--- config.mk ---
export PLATFORM = sky130hd
export DESIGN_NAME = keypad_scanner
export DESIGN_NICKNAME = d
export VERILOG_FILES = /design/src/rtl/keypad_scanner.sv
export SDC_FILE = /design/constraint.sdc
export NUM_CORES = 1
export LEC_CHECK = 0
export BUFFER_PORTS_ARGS = -buffer_cell sky130_fd_sc_hd__buf_4
export CORE_UTILIZATION = 62
export DETAILED_ROUTE_END_ITERATION = 7
export GPL_TIMING_DRIVEN = 1
export HOLD_SLACK_MARGIN = 0.1
export PLACE_DENSITY = 0.85
export SLEW_MARGIN = 20
export SYNTH_ARGS = -nofsm -noshare
export SYNTH_HDL_FRONTEND = slang
export SYNTH_SLANG_ARGS = --single-unit
--- constraint.sdc ---
create_clock -name clk -period 5.4 [get_ports clk]
set_clock_uncertainty 0.05 [all_clocks]
set_input_delay 1.08 -clock clk [delete_from_list [all_inputs] [get_ports clk]]
set_output_delay 1.08 -clock clk [all_outputs]
set_load 0.05 [all_outputs]
--- src/rtl/keypad_scanner.sv ---
// keypad_scanner: synchronises and debounces NUM_KEYS push-buttons, emits a
// one-cycle press pulse per debounced rising edge and serialises the presses
// into a key-code stream, lowest index first, one code per cycle.
// Optional build macro KEYPAD_REPEAT_EN adds a shared auto-repeat timer for the
// most recently emitted key.
module keypad_scanner #(
   parameter int NUM_KEYS        = 16,
   parameter int SYNC_STAGES     = 2,
   parameter int DEBOUNCE_CYCLES = 4,
   parameter int REPEAT_DELAY    = 20,
   parameter int REPEAT_PERIOD   = 8
) (
   input  logic                        clk,
   input  logic                        n_rst,
   input  logic [NUM_KEYS-1:0]         pb,
   output logic [NUM_KEYS-1:0]         stable,
   output logic [NUM_KEYS-1:0]         press,
   output logic                        key_valid,
   output logic [$clog2(NUM_KEYS)-1:0] key_code,
   output logic                        overrun
);

   localparam int KW = $clog2(NUM_KEYS);
   localparam int CW = $clog2(DEBOUNCE_CYCLES + 1);

   logic [NUM_KEYS-1:0][SYNC_STAGES-1:0] sync_q;
   logic [NUM_KEYS-1:0][CW-1:0]          cnt_q;
   logic [NUM_KEYS-1:0]                  s;
   logic [NUM_KEYS-1:0]                  flip;
   logic [NUM_KEYS-1:0]                  pending;
   logic [NUM_KEYS-1:0]                  set_vec;
   logic [NUM_KEYS-1:0]                  rep_vec;
   logic [NUM_KEYS-1:0]                  req;
   logic [NUM_KEYS-1:0]                  grant;
   logic [NUM_KEYS-1:0]                  pending_nxt;
   logic                                 gnt_any;
   logic [KW-1:0]                        gnt_idx;
   logic                                 ovr_nxt;

   // Synchroniser chains: pb enters at bit 0, s is the last stage.
   always_ff @(posedge clk) begin
      if (!n_rst) begin
         sync_q <= '0;
      end else begin
         for (int i = 0; i < NUM_KEYS; i++)
            sync_q[i] <= {sync_q[i][SYNC_STAGES-2:0], pb[i]};
      end
   end

   // Synced level and the per-key "debounce window complete" condition.
   always_comb begin
      s    = '0;
      flip = '0;
      for (int i = 0; i < NUM_KEYS; i++) begin
         s[i]    = sync_q[i][SYNC_STAGES-1];
         flip[i] = (s[i] != stable[i]) && (cnt_q[i] == CW'(DEBOUNCE_CYCLES - 1));
      end
   end

   // Debounce counters; press fires in the same edge stable rises.
   always_ff @(posedge clk) begin
      if (!n_rst) begin
         cnt_q  <= '0;
         stable <= '0;
         press  <= '0;
      end else begin
         for (int i = 0; i < NUM_KEYS; i++) begin
            press[i] <= flip[i] & s[i];
            if (s[i] == stable[i]) begin
               cnt_q[i] <= '0;
            end else if (flip[i]) begin
               stable[i] <= s[i];
               cnt_q[i]  <= '0;
            end else begin
               cnt_q[i] <= cnt_q[i] + CW'(1);
            end
         end
      end
   end

   // Queue arbitration: new presses bypass the mask so an idle queue emits
   // one cycle after press; a set landing on a bit being cleared keeps it.
   always_comb begin
      set_vec = press | rep_vec;
      req     = pending | set_vec;
      gnt_any = 1'b0;
      gnt_idx = '0;
      grant   = '0;
      for (int i = NUM_KEYS - 1; i >= 0; i--) begin
         if (req[i]) begin
            gnt_any = 1'b1;
            gnt_idx = KW'(i);
         end
      end
      if (gnt_any)
         grant[gnt_idx] = 1'b1;
      pending_nxt = (pending & ~grant) | (set_vec & ~(grant & ~pending));
      ovr_nxt     = |(set_vec & pending & ~grant);
   end

   // Pending mask and emitted-code registers.
   always_ff @(posedge clk) begin
      if (!n_rst) begin
         pending   <= '0;
         key_valid <= 1'b0;
         key_code  <= '0;
         overrun   <= 1'b0;
      end else begin
         pending   <= pending_nxt;
         key_valid <= gnt_any;
         overrun   <= ovr_nxt;
         if (gnt_any)
            key_code <= gnt_idx;
      end
   end

`ifdef KEYPAD_REPEAT_EN
   localparam int RMAX = (REPEAT_DELAY > REPEAT_PERIOD) ? REPEAT_DELAY : REPEAT_PERIOD;
   localparam int RW   = $clog2(RMAX + 1);

   logic [KW-1:0] rep_key;
   logic [RW-1:0] rep_cnt;
   logic          rep_act;
   logic          rep_first;
   logic          rep_fire;

   // Repeat request: first after REPEAT_DELAY, then every REPEAT_PERIOD.
   always_comb begin
      rep_vec  = '0;
      rep_fire = rep_act && stable[rep_key] &&
                 (rep_first ? (rep_cnt == RW'(REPEAT_DELAY - 1))
                            : (rep_cnt == RW'(REPEAT_PERIOD - 1)));
      if (rep_fire)
         rep_vec[rep_key] = 1'b1;
   end

   // Repeat timer: retargets on emission of a new key, idles on release;
   // re-emitting the tracked key (its own repeat) keeps the cadence.
   always_ff @(posedge clk) begin
      if (!n_rst) begin
         rep_key   <= '0;
         rep_cnt   <= '0;
         rep_act   <= 1'b0;
         rep_first <= 1'b0;
      end else if (gnt_any && (!rep_act || gnt_idx != rep_key)) begin
         rep_key   <= gnt_idx;
         rep_cnt   <= '0;
         rep_act   <= 1'b1;
         rep_first <= 1'b1;
      end else if (rep_act && !stable[rep_key]) begin
         rep_act <= 1'b0;
      end else if (rep_act) begin
         if (rep_fire) begin
            rep_cnt   <= '0;
            rep_first <= 1'b0;
         end else begin
            rep_cnt <= rep_cnt + RW'(1);
         end
      end
   end
`else
   // No auto-repeat: only debounced presses feed the queue.
   always_comb begin
      rep_vec = '0;
   end
`endif

endmodule

==> impl_results.md <==
- CP arrival: 3.06 ns
- Initial antenna violation count: 0
- Wire per inst: 14.4 um
- Via count: 3902
- Routability congestion estimate: 0.942
- Worst hold path class: flop to flop
- Largest family of logic cells by synthesized area: simple AND/OR/NAND/NOR gates
- Hold Violations, Final: 0
- CP max FO: 9
- Post-CTS sizing: 0
- Sequential area share after synthesis: 0.503
- Root Driver: clkbuf_8
- Worst Tran Pin Value: 0.813 ns
- DRT iter0 DRCs: 240
- Asr flop ratio synth: 0
- CP Capture Type: flop
- Nets: 633
- CTS tree: yes
- Share of layout cells above drive strength 1: 0.178
- CTS Buffer Depth: 2
- Starting Density: 0.646
- Leakage: 2.75 nW
- Syn_nets: 572
- PnR worst setup slack: 2.69 ns
- Main flop type after synthesis: dfxtp_1
- Post-synth EDFFs: 0
- RSZ-0062 raised after global routing: false
- Worst slew margin: 0.458
- Post-route minimum period: 2.71 ns
- Synth unique cells: 60
- Mapped Avg Cell Area: 10.2 sq um
- Post-CTS setup buffers: 0
- Post-Synth XOR/XNOR Area: 0.0263
- Crit Path Class: flop to flop
- Hold-fix buffers at CTS: 0
- Clk Latency, worst-skew pair: 0.51 ns
- Setup-failing EPs final: 0
- Worst slack, placed: 2.72 ns
- Total grt overflow: 0
- Post-synthesis mux area share: 0.0300
- Number of port buffers: 55
- Die area: 0.00898 sq mm
- Ant diodes: 0
- Synth Register Bits: 134
- Power per standard cell area: 337 mW/mm^2
- Sink Count: 134
- First-pass GRT wire length: 16300 um
- Area share of and/or/nand/nor cells after synthesis: 0.247
- Max_cap viols: 0
- CTS clk-pin slew, worst paths: 0.06 ns
- Setup TNS: 0 ns
- Area grow syn2layout: 19.8%
- Syn Std Cell Area: 0.00533 sq mm
- CP required: 5.75 ns
- Overall Global Routing Usage: 0.241
- Post-synthesis adder-cell area fraction: 0.0847
- Min Hold Slack: 0.367 ns
- Crit share post-route: 0.503
- Core area: 0.00826 sq mm
- Outcome: complete, no violations
- Post-detail-place hpwl: 6840 um
- Compound-cell area share of the yosys netlist: 0.0737
- Die extent in y: 94.7 um
- DRT Pass-1 Iters: 6
- Number of global-route vias before repair: 3607
- Post-Syn Instances: 522
- Chip Width: 94.7 um
- Largest net degree at the start of global routing: 103
- Deepest level of the CTS H-tree: 4
- Ys Warns: 0
- Maximum vdd drop: 289 uV
- Max Freq: 0.368 GHz
- Row Count: 33
- Drt total wl: 10100 um
- Drt via density: 5.57
- # IOs: 56
- CTS buffer count: 17
- Pins Over Slew Limit: 0
- # DRC: 0
- Remaining antenna violation count: 0
- Crit start category: flop
-- flip-flops by register name, indices dropped and copies added (netlist names) --
name / cells
press: 16
s: 16
pending: 16
stable: 16
sync_q: 16
overrun: 1
key_valid: 1
key_code: 4
cnt_q: 48
-- Yosys cell counts, drive strengths merged, types with 2 or more instances --
cell / instances / share of area
a21boi: 9 / 0.013
a21oi: 8 / 0.0082
a221oi: 2 / 0.0066
a31oi: 3 / 0.0035
and2: 39 / 0.046
and3: 2 / 0.0026
and4b: 16 / 0.030
clkbuf: 12 / 0.010
dfxtp: 134 / 0.50
ha: 32 / 0.075
inv: 32 / 0.023
maj3: 5 / 0.0096
mux2i: 16 / 0.030
nand2: 19 / 0.013
nand2b: 2 / 0.0023
nand3: 11 / 0.013
nand3b: 17 / 0.026
nand4: 3 / 0.0047
nor2: 64 / 0.045
nor2b: 17 / 0.020
nor3: 4 / 0.0038
nor3b: 4 / 0.0066
nor4: 9 / 0.016
o211ai: 4 / 0.0056
o21ai: 13 / 0.012
o311ai: 2 / 0.0033
o31a: 2 / 0.0035
o31ai: 4 / 0.0056
or2: 4 / 0.0047
or4: 6 / 0.011
xor2: 16 / 0.026
-- cell families (layout without fill, tap and decap cells) --
| group | after synthesis | in the layout |
|---|---|---|
| xor gates and xnor gates | 16 | 16 |
| and+or+nand+nor | 219 | 219 |
| muxes | 16 | 16 |
| DFF | 134 | 134 |
| buffers and inverters | 45 | 118 |
| AOI/OAI and AO/OA | 55 | 55 |
| adders and majority gates | 37 | 37 |
-- critical path: stages (launching register included) --
cell      delay, ns
dfxtp_1        0.38
or4_4          0.57
a221oi_4       0.27
nand3b_4       0.24
nand3_4        0.14
or4_4          0.51
maj3_2         0.31
and2_1         0.15
-- through the flow --
stage	power, W	instance area [sq um]	utilization	instances
6_report	0.00215	6390	0.773	700
5_1_grt	0.00222	6390	0.773	700
4_1_cts	0.00218	6390	0.773	700
3_5_place_dp	0.00107	5810	0.704	669
3_3_place_gp	0.00107	5810	0.704	669
2_1_floorplan	0.00106	5330	-	522
-- cells in the final DEF, fill, tap and decap left out, types with 3 or more instances in the layout --
| cell type | synthesis | layout |
|---|---|---|
| dfxtp_1 | 134 | 134 |
| nor2_1 | 64 | 64 |
| buf_4 | 0 | 55 |
| and2_1 | 38 | 38 |
| inv_1 | 32 | 32 |
| ha_1 | 32 | 32 |
| nand2_1 | 19 | 19 |
| nor2b_1 | 17 | 17 |
| mux2i_1 | 16 | 16 |
| and4b_1 | 16 | 16 |
| xor2_1 | 16 | 16 |
| nand3b_1 | 16 | 16 |
| clkbuf_16 | 0 | 16 |
| nand3_1 | 10 | 10 |
| o21ai_0 | 9 | 9 |
| a21boi_0 | 9 | 9 |
| a21oi_1 | 7 | 7 |
| nor4_1 | 6 | 6 |
| nor3_1 | 4 | 4 |
| o31ai_1 | 4 | 4 |
| o211ai_1 | 4 | 4 |
| o21ai_1 | 4 | 4 |
| maj3_1 | 4 | 4 |
| inv_6 | 0 | 4 |
| clkinv_4 | 0 | 4 |
| or4_4 | 3 | 3 |
| nor3b_1 | 3 | 3 |
| or2_2 | 3 | 3 |
| a31oi_1 | 3 | 3 |
-- area by class of cell --
cell class | count | area, sq um
clock inverters | 13 | 148
fillers | 577 | 1870
clock buffers | 18 | 428
repair buffers | 55 | 413
inverters | 32 | 120
multi-input cells | 343 | 2460
flip-flops and latches | 134 | 2680
well taps | 105 | 131
-- layer usage --
layer,share of wire,track usage,up-vias
li1,-,-,1922
met1,0.41,0.258,1837
met2,0.50,0.432,116
met3,0.060,0.0797,27
met4,0.022,0.0972,0
met5,0,0,-
-- report_power, final --
part           switching (W)   total, W  internal, W
clock               0.000428    0.00110     0.000673
sequential        0.00000745    0.00101      0.00100
combinational      0.0000191  0.0000402    0.0000211
-- path summary, 6_finish.rpt --
path	endpoint	depth (start not counted)	slack, ns	from
setup / recovery	pending[9]$_SDFF_PN0_	7	2.69	press[4]$_SDFF_PN0_
hold / removal	cnt_q[42]$_SDFF_PP0_	1	0.37	cnt_q[42]$_SDFF_PP0_
setup reg to reg	pending[9]$_SDFF_PN0_	7	2.69	press[4]$_SDFF_PN0_
hold reg to reg	cnt_q[42]$_SDFF_PP0_	1	0.37	cnt_q[42]$_SDFF_PP0_
(Power assumes the default switching activity.)
